[src/rtl/conv_ibuf_ctrl.sv]
// Frame sequencer for the convolution input line buffer: accepts a raster pixel stream,
// drives buffer writes, tracks position and presents complete-window flags to the CIM stage.
module conv_ibuf_ctrl #(
  parameter int unsigned datatype_size = 8,
  parameter int unsigned img_width     = 28,
  parameter int unsigned img_height    = 28,
  parameter int unsigned kernel_dim    = 3
) (
  input  logic                            clk,
  input  logic                            rst_n,
  input  logic                            i_start,
  input  logic                            i_valid,
  input  logic [datatype_size-1:0]        i_data,
  output logic                            o_ready,
  output logic                            o_write_enable,
  output logic [datatype_size-1:0]        o_ibuf_data,
  output logic                            o_win_valid,
  input  logic                            i_win_ready,
  output logic [$clog2(img_height)-1:0]   o_win_row,
  output logic [$clog2(img_width)-1:0]    o_win_col,
  output logic                            o_busy,
  output logic                            o_frame_done
);

  localparam int unsigned ROW_W     = $clog2(img_height);
  localparam int unsigned COL_W     = $clog2(img_width);
  localparam logic        SKIP_FILL = (kernel_dim == 1);

  typedef enum logic [2:0] {
    S_IDLE,
    S_FILL,
    S_STREAM,
    S_DRAIN,
    S_DONE
  } state_t;

  state_t            state_q, state_d;
  logic [ROW_W-1:0]  row_q, row_d;
  logic [COL_W-1:0]  col_q, col_d;
  logic              accept;
  logic              last_col;
  logic              last_row;
  logic              fill_end;
  logic              win_pos;
  logic              consume;

  // Stream is blocked only while a window is pending and not being taken this cycle.
  assign o_ready        = ((state_q == S_FILL) || (state_q == S_STREAM)) &&
                          !(o_win_valid && !i_win_ready);
  assign accept         = i_valid && o_ready;
  assign o_write_enable = accept;
  assign o_ibuf_data    = i_data;

  assign last_col = (col_q == COL_W'(img_width - 1));
  assign last_row = (row_q == ROW_W'(img_height - 1));
  assign fill_end = (row_q == ROW_W'(kernel_dim - 1)) && last_col;
  assign win_pos  = (row_q >= ROW_W'(kernel_dim - 1)) && (col_q >= COL_W'(kernel_dim - 1));
  assign consume  = o_win_valid && i_win_ready;

  always_ff @(posedge clk or negedge rst_n) begin
    if (!rst_n) begin
      state_q      <= S_IDLE;
      row_q        <= '0;
      col_q        <= '0;
      o_busy       <= 1'b0;
      o_frame_done <= 1'b0;
    end else begin
      state_q      <= state_d;
      row_q        <= row_d;
      col_q        <= col_d;
      o_busy       <= (state_d != S_IDLE);
      o_frame_done <= (state_d == S_DONE);
    end
  end

  // Next state and raster position.
  always_comb begin
    state_d = state_q;
    row_d   = row_q;
    col_d   = col_q;

    if (accept) begin
      if (last_col) begin
        col_d = '0;
        row_d = last_row ? '0 : row_q + ROW_W'(1);
      end else begin
        col_d = col_q + COL_W'(1);
      end
    end

    case (state_q)
      S_IDLE: begin
        if (i_start) begin
          row_d   = '0;
          col_d   = '0;
          state_d = SKIP_FILL ? S_STREAM : S_FILL;
        end
      end
      S_FILL: begin
        if (accept && last_col && last_row) begin
          state_d = S_DRAIN;
        end else if (accept && fill_end) begin
          state_d = S_STREAM;
        end
      end
      S_STREAM: begin
        if (accept && last_col && last_row) begin
          state_d = S_DRAIN;
        end
      end
      S_DRAIN: begin
        if (!o_win_valid || i_win_ready) begin
          state_d = S_DONE;
        end
      end
      S_DONE: begin
        state_d = S_IDLE;
      end
      default: begin
        state_d = S_IDLE;
      end
    endcase
  end

  // Window flag: a new window replaces one consumed on the same edge.
  always_ff @(posedge clk or negedge rst_n) begin
    if (!rst_n) begin
      o_win_valid <= 1'b0;
      o_win_row   <= '0;
      o_win_col   <= '0;
    end else if (accept && win_pos) begin
      o_win_valid <= 1'b1;
      o_win_row   <= row_q - ROW_W'(kernel_dim - 1);
      o_win_col   <= col_q - COL_W'(kernel_dim - 1);
    end else if (consume) begin
      o_win_valid <= 1'b0;
    end
  end

endmodule

[config.mk]
export PLATFORM = sky130hd
export DESIGN_NAME = conv_ibuf_ctrl
export DESIGN_NICKNAME = d
export VERILOG_FILES = /design/src/rtl/conv_ibuf_ctrl.sv
export SDC_FILE = /design/constraint.sdc
export NUM_CORES = 1
export LEC_CHECK = 0
export CAP_MARGIN = 20
export CORE_MARGIN = 4
export CORE_UTILIZATION = 44
export DETAILED_ROUTE_END_ITERATION = 6
export GPL_ROUTABILITY_DRIVEN = 0
export HOLD_SLACK_MARGIN = 0.02
export PLACE_DENSITY = 0.72
export SYNTH_ARGS = -nofsm -noshare
export SYNTH_HDL_FRONTEND = slang
export SYNTH_SLANG_ARGS = --single-unit
[constraint.sdc]
create_clock -name clk -period 1.8 [get_ports clk]
set_input_delay 0.27 -clock clk [delete_from_list [all_inputs] [get_ports clk]]
set_output_delay 0.27 -clock clk [all_outputs]
set_load 0.01 [all_outputs]
Yosys cells after proc, flatten, opt, wreduce, memory -nomap -nowiden:

Index checks and enable logic that the tools add are counted.

* add/subtract/negate cells: 4
* $lt $le $gt $ge: 2
* equal/unequal tests: 7
* muxes and demuxes: 17
* reduce and logical (&&, ||, !) cells: 18

Operators by type and width (number)
* $mux 5: 9
* $mux 3: 5
* $pmux 3 s4: 1
* $add 5x1->5 const B: 2
* $eq 5x5->1 const B: 2
* $ge 5x2->1 const B: 2
* $logic_and 1x1->1: 10
* $sub 5x2->5 const B: 2
* $eq 3x2->1 const B: 2
* $eq 5x2->1 const B: 1
* $eq 3x1->1 const B: 1
* $eq 3x3->1 const B: 1
* $logic_not 1->1: 3
* $logic_not 3->1: 1
* $reduce_bool 3->1: 1
* $logic_or 1x1->1: 2
* $mux 1: 2
* $reduce_bool 2->1: 1

* flip-flop bits (word level): 26
* bits of input ports: 13
* output and inout bits: 23
* logic and storage cells: 56

Longest topological paths before layout:

* word-level depth: 10
* depth in mapped cells: 7
* mapped depth without buffers: 6

Least setup slack after synthesis:

Ideal clock, no wire load.

* path kind: register to register
* start: register col_q[0]
* end: register row_q[0]
* library setup time: 0.078 ns
* arrival: 1.634 ns
* data required time: 1.722 ns
* setup slack: 0.088 ns
* cell stages (with the launch flop): 8
* buffers on the path: 2
* period minus slack after synthesis: 1.712 ns
* path through: dfrtp_1 > ha_1 > and4b_1 > buf_4 > nand4_2 > buf_6 > or3_1 > a21oi_1

* longest elaborated chain between the ends: 5

Ends and longest elaborated chain
* start, declared: RTL line 39 `logic [COL_W-1:0] col_q, col_d;`
* start signal, assigned: RTL line 70 `col_q <= col_d;`
* $eq 5x5->1 *: RTL line 54 `assign last_col = (col_q == COL_W'(img_width - 1));`
* $mux 5 *: RTL line 83 `if (last_col) begin`
* $mux 5 *: RTL line 82 `if (accept) begin`
* $mux 5: RTL line 93 `if (i_start) begin`
* $mux 5 *: RTL line 91 `case (state_q)`
* via row_d[0]: RTL line 38 `logic [ROW_W-1:0] row_q, row_d;`
* end signal, assigned: RTL line 69 `row_q <= row_d;`
* end, declared: RTL line 38

The timed path passes the listed nets; every way through them passes the cells marked *.
A chain may end at the register's enable or synchronous reset.

Final worst setup path:

* start: register state_q[1]
* end: output port o_write_enable

* longest elaborated chain between the ends: 4
* elaborated cells on any way between the ends: 5
* classes of those cells: eq/ne: 2; reduce/logical: 3

Ends and longest elaborated chain
* start, declared: RTL line 37 `state_t state_q, state_d;`
* start signal, assigned: RTL line 68 `state_q <= state_d;`
* $eq 3x1->1 / $eq 3x2->1 (equally long branches): RTL line 48 `assign o_ready = ((state_q == S_FILL) || (state_q == S_STREAM)) &&`
* $logic_or 1x1->1 *: RTL line 48
* $logic_and 1x1->1 *: RTL line 48
* $logic_and 1x1->1 *: RTL line 50 `assign accept = i_valid && o_ready;`
* end, declared: RTL line 15 `output logic o_write_enable,`

Every way passes the cells marked *; elsewhere a longest branch is shown, timed or not.

==> results <==
-- layer usage --
layer  GRT usage  routed length (microns)  vias up
met5           0                        0        -
met4     0.05823                       20        0
met3     0.02698                      156        4
met2      0.2413                     1394       25
met1      0.2032                     1358      544
li1            -                        -      566
-- cells in the final DEF, fill, tap and decap left out, types with 3 or more instances in the layout --
cell,Yosys,layout
sky130_fd_sc_hd__buf_4,9,23
sky130_fd_sc_hd__clkdlybuf4s50_1,0,17
sky130_fd_sc_hd__nor2_1,9,9
sky130_fd_sc_hd__nand3_1,3,3
sky130_fd_sc_hd__inv_1,11,11
sky130_fd_sc_hd__dfrtp_1,26,25
sky130_fd_sc_hd__xor2_1,3,3
sky130_fd_sc_hd__a21oi_1,6,6
sky130_fd_sc_hd__or3_1,3,3
sky130_fd_sc_hd__mux2_4,7,7
sky130_fd_sc_hd__clkbuf_4,0,3
sky130_fd_sc_hd__ha_1,8,8
sky130_fd_sc_hd__nor3_1,3,3
sky130_fd_sc_hd__nand2_1,10,10
sky130_fd_sc_hd__mux2i_1,3,3
sky130_fd_sc_hd__a31oi_1,3,3
sky130_fd_sc_hd__o21ai_0,3,3
sky130_fd_sc_hd__nand4_1,3,3
-- state kept, by name, indices dropped and copies added (netlist names) --
name	cells
col_q	5
o_win_col	5
o_win_row	5
row_q	5
state_q	3
o_busy	1
o_frame_done	1
o_win_valid	1
-- through the flow --
| step | power, W | util | TNS, ns |
|---|---|---|---|
| 3_3_place_gp | 0.001297 | 0.5516 | -1.403 |
| 5_1_grt | 0.001678 | 0.5647 | 0 |
| 3_5_place_dp | 0.001320 | 0.5516 | -2.504 |
| 2_1_floorplan | 0.001118 | - | 0 |
| 4_1_cts | 0.001562 | 0.5609 | 0 |
| 6_report | 0.001540 | 0.5647 | 0 |
-- worst max-delay path by stage --
stage,from,endpoint,slack (ns),cells past startpoint
floorplan,col_q[0]$_DFF_PN0_,row_q[0]$_DFF_PN0_,0.09,7
global route,state_q[1]$_DFF_PN0_,o_write_enable,0.03,3
CTS,col_q[0]$_DFF_PN0_,row_q[4]$_DFF_PN0_,0.07,5
detailed placement,i_win_ready,row_q[4]$_DFF_PN0_,-0.23,6
finish,state_q[1]$_DFF_PN0_,o_write_enable,0.1,3
global placement,i_win_ready,o_write_enable,-0.16,4
-- cells in the mapped netlist, types with 6 or more instances --
master / number
sky130_fd_sc_hd__a21oi_1: 6
sky130_fd_sc_hd__buf_4: 9
sky130_fd_sc_hd__dfrtp_1: 26
sky130_fd_sc_hd__ha_1: 8
sky130_fd_sc_hd__inv_1: 11
sky130_fd_sc_hd__mux2_4: 7
sky130_fd_sc_hd__nand2_1: 10
sky130_fd_sc_hd__nor2_1: 9
-- power by group through the flow --
| stage | Clock (W) | Sequential, W | Combinational, W |
|---|---|---|---|
| 2_1_floorplan | 0 | 0.000751 | 0.000367 |
| 3_3_place_gp | 0 | 0.000728 | 0.000569 |
| 3_5_place_dp | 0 | 0.000734 | 0.000586 |
| 4_1_cts | 0.000252 | 0.000721 | 0.000589 |
| 5_1_grt | 0.000276 | 0.000734 | 0.000668 |
| 6_report | 0.000233 | 0.000720 | 0.000587 |
-- timing repair --
item                                    4_1_cts  5_1_grt
hold buffers                                  0        0
gates resized for setup                       4        2
pin swaps                                     0        1
endpoints found under the setup margin        2        3
buffers inserted                              1        0
-- area by class of cell --
| class | instances | area [sq um] | share of cell area |
|---|---|---|---|
| Clock buffer | 3 | 22.52 | 0.01195 |
| Inverter | 11 | 41.29 | 0.02191 |
| Timing Repair Buffer | 43 | 380.4 | 0.2019 |
| Sequential cell | 26 | 651.9 | 0.3459 |
| Multi-Input combinational cell | 93 | 730.7 | 0.3878 |
| Tap cell | 46 | 57.56 | 0.03054 |
-- critical path, stage by stage (launching register included) --
cell and delay, ns:
sky130_fd_sc_hd__dfrtp_1 0.43, sky130_fd_sc_hd__xor2_2 0.19, sky130_fd_sc_hd__and3_4 0.23, sky130_fd_sc_hd__dlygate4sd2_1 0.27
-- cells by family after synthesis --
| family | share of synthesized area |
|---|---|
| XOR/XNOR | 0.03361 |
| AO/OA/AOI/OAI | 0.08607 |
| buffers and inverters | 0.1049 |
| flip-flops | 0.4262 |
| multiplexers | 0.09590 |
| adder cells (fa/ha/maj) | 0.06558 |
| AND/OR/NAND/NOR | 0.1877 |
==> qor_table.md <==
| Parameter | Value | Unit |
|:---|:---|:---|
| Worst hold path type | in2async | - |
| Crit path max fanout | 4 | - |
| Run status | complete, no violations | - |
| Transition at the pin with the smallest max-transition slack | 0.3805 | ns |
| Post-Synthesis Cells | 146 | - |
| Count of cells along the worst register-to-register path | 5 | - |
| Pre-CTS setup slack | -0.2282 | ns |
| Antenna violations before repair | 0 | - |
| Via count of the first global-routing pass | 1,131 | - |
| Non-filler instance count after layout | 222 | - |
| Proportion of register bits with asynchronous set or reset after synthesis | 1.000 | - |
| Capture instance of the worst register-to-register path | row_q[4]$_DFF_PN0_ | - |
| Average wire per standard cell | 13.19 | microns |
| Largest net degree at the start of global routing | 27 | - |
| Number of iterations in the first detailed-routing pass | 4 | - |
| Relative slew margins | 0.7458 | - |
| Final-report setup violation count | 0 | - |
| Synthesized area | 1526 | sq um |
| RSZ-0062 raised after global routing | no | - |
| Antenna-violating nets left | 0 | - |
| Synth Net Count | 167 | - |
| Hold WS | 0.3196 | ns |
| Startpoint-to-endpoint class of the critical path | reg2out | - |
| # clock sinks | 26 | - |
| Cells after DPL | 218 | - |
| Sort of element at the end of the critical path | output pin | - |
| Net count of the finished layout | 199 | - |
| Fraction of power consumed by sequential logic | 0.467 | - |
| Die Area | 4476 | sq um |
| Power density over cell area | 817.3 | nW/um^2 |
| Nature of the critical path startpoint | register | - |
| H-tree depth | 1 | - |
| Sequential fraction of the synthesis area | 0.4262 | - |
| Cell area after placement | 1841 | sq um |
| Clock network fraction of design power | 0.151 | - |
| Net switching power of the design | 0.0005000 | W |
| CTS Root Buffer Type | sky130_fd_sc_hd__clkbuf_4 | - |
| Final Hold Vio Count | 0 | - |
| DRC violation total after the first TritonRoute iteration | 51 | - |
| Share of final-layout standard cells stronger than drive strength 1 | 0.2500 | - |
| Max-slew violation count | 0 | - |
| Area share of the largest cell type after synthesis | 0.4262 | - |
| Share of the clock period used by the worst path after layout | 0.9448 | - |
| Post-Route Skew | 0.002335 | ns |
| Max-cap violations | 0 | - |
| Net switching share of the total power | 0.3247 | - |
| Biggest area contributors in the synthesized netlist | sky130_fd_sc_hd__dfrtp_1 43%, sky130_fd_sc_hd__mux2_4 6.9%, sky130_fd_sc_hd__ha_1 6.6%, sky130_fd_sc_hd__buf_4 4.4%, sky130_fd_sc_hd__inv_1 2.7% | - |
| Cell internal pwr | 0.001040 | W |
| Combinational fraction of design power | 0.381 | - |
| Via density | 5.131 | - |
| Number of buffers added by the clock tree synthesis step | 3 | - |
| GRT overflow | 0 | - |
| Total Routed Length | 2929 | microns |
| Clock tree from TritonCTS | done | - |
| Number of distinct library cell variants in the gate-level netlist after synthesis | 43 | - |
| Start of the worst register-to-register path | col_q[0]$_DFF_PN0_ | - |
| Number of enable-type register cells in the synthesized netlist | 0 | - |
| Number of diodes added for antenna fixing | 0 | - |
| Wire length of the first global-routing pass | 5202 | microns |
| Final instance area | 1884 | sq um |
| Lkg Pwr | 0.9180 | nW |
| Synth-to-layout area growth | 23.44 | % |
| Half-perimeter wire length of the detailed placement result | 2278 | microns |
| Top cell type by total area after synthesis | sky130_fd_sc_hd__dfrtp_1 | - |
| Arr. time, crit path | 1.43 | ns |
| Worst voltage drop across the vdd grid | 0.4340 | mV |
| Average size of a mapped cell | 10.46 | sq um |
| Clock network latency to the later pin of the worst-skew pair | 0.30 | ns |
| Warnings, synthesis | 0 | - |
| Core ar. | 3337 | sq um |
| Initial Utilization | 0.4574 | - |
| DIE HEIGHT | 66.90 | microns |
| Cell Rows | 21 | - |
| Main synth FF type | sky130_fd_sc_hd__dfrtp_1 | - |
| Via count | 1,139 | - |
| Drt drc | 0 | - |
| Top Ports | 36 | - |
| Clock transition time at the flip-flop clock pins of the worst setup and hold paths | 0.13 | ns |
| Floorplan die width | 66.90 | microns |
| Overall fraction of global-route tracks in use | 0.1515 | - |
| Post-route minimum period | 1.701 | ns |
| IO Port Bufs | 19 | - |
| Max frequency | 588.0 | MHz |
| Count of fill cells added during filler insertion | 305 | - |
| Clock Path Buffers | 2 | - |
| Worst EP required | 1.53 | ns |
| Register-to-register path setup slack | 0.13 | ns |
| Flip-flop and latch count after synthesis | 26 | - |
| Post-layout worst setup margin | 0.09945 | ns |
Power figures use the tool's default switching activity.
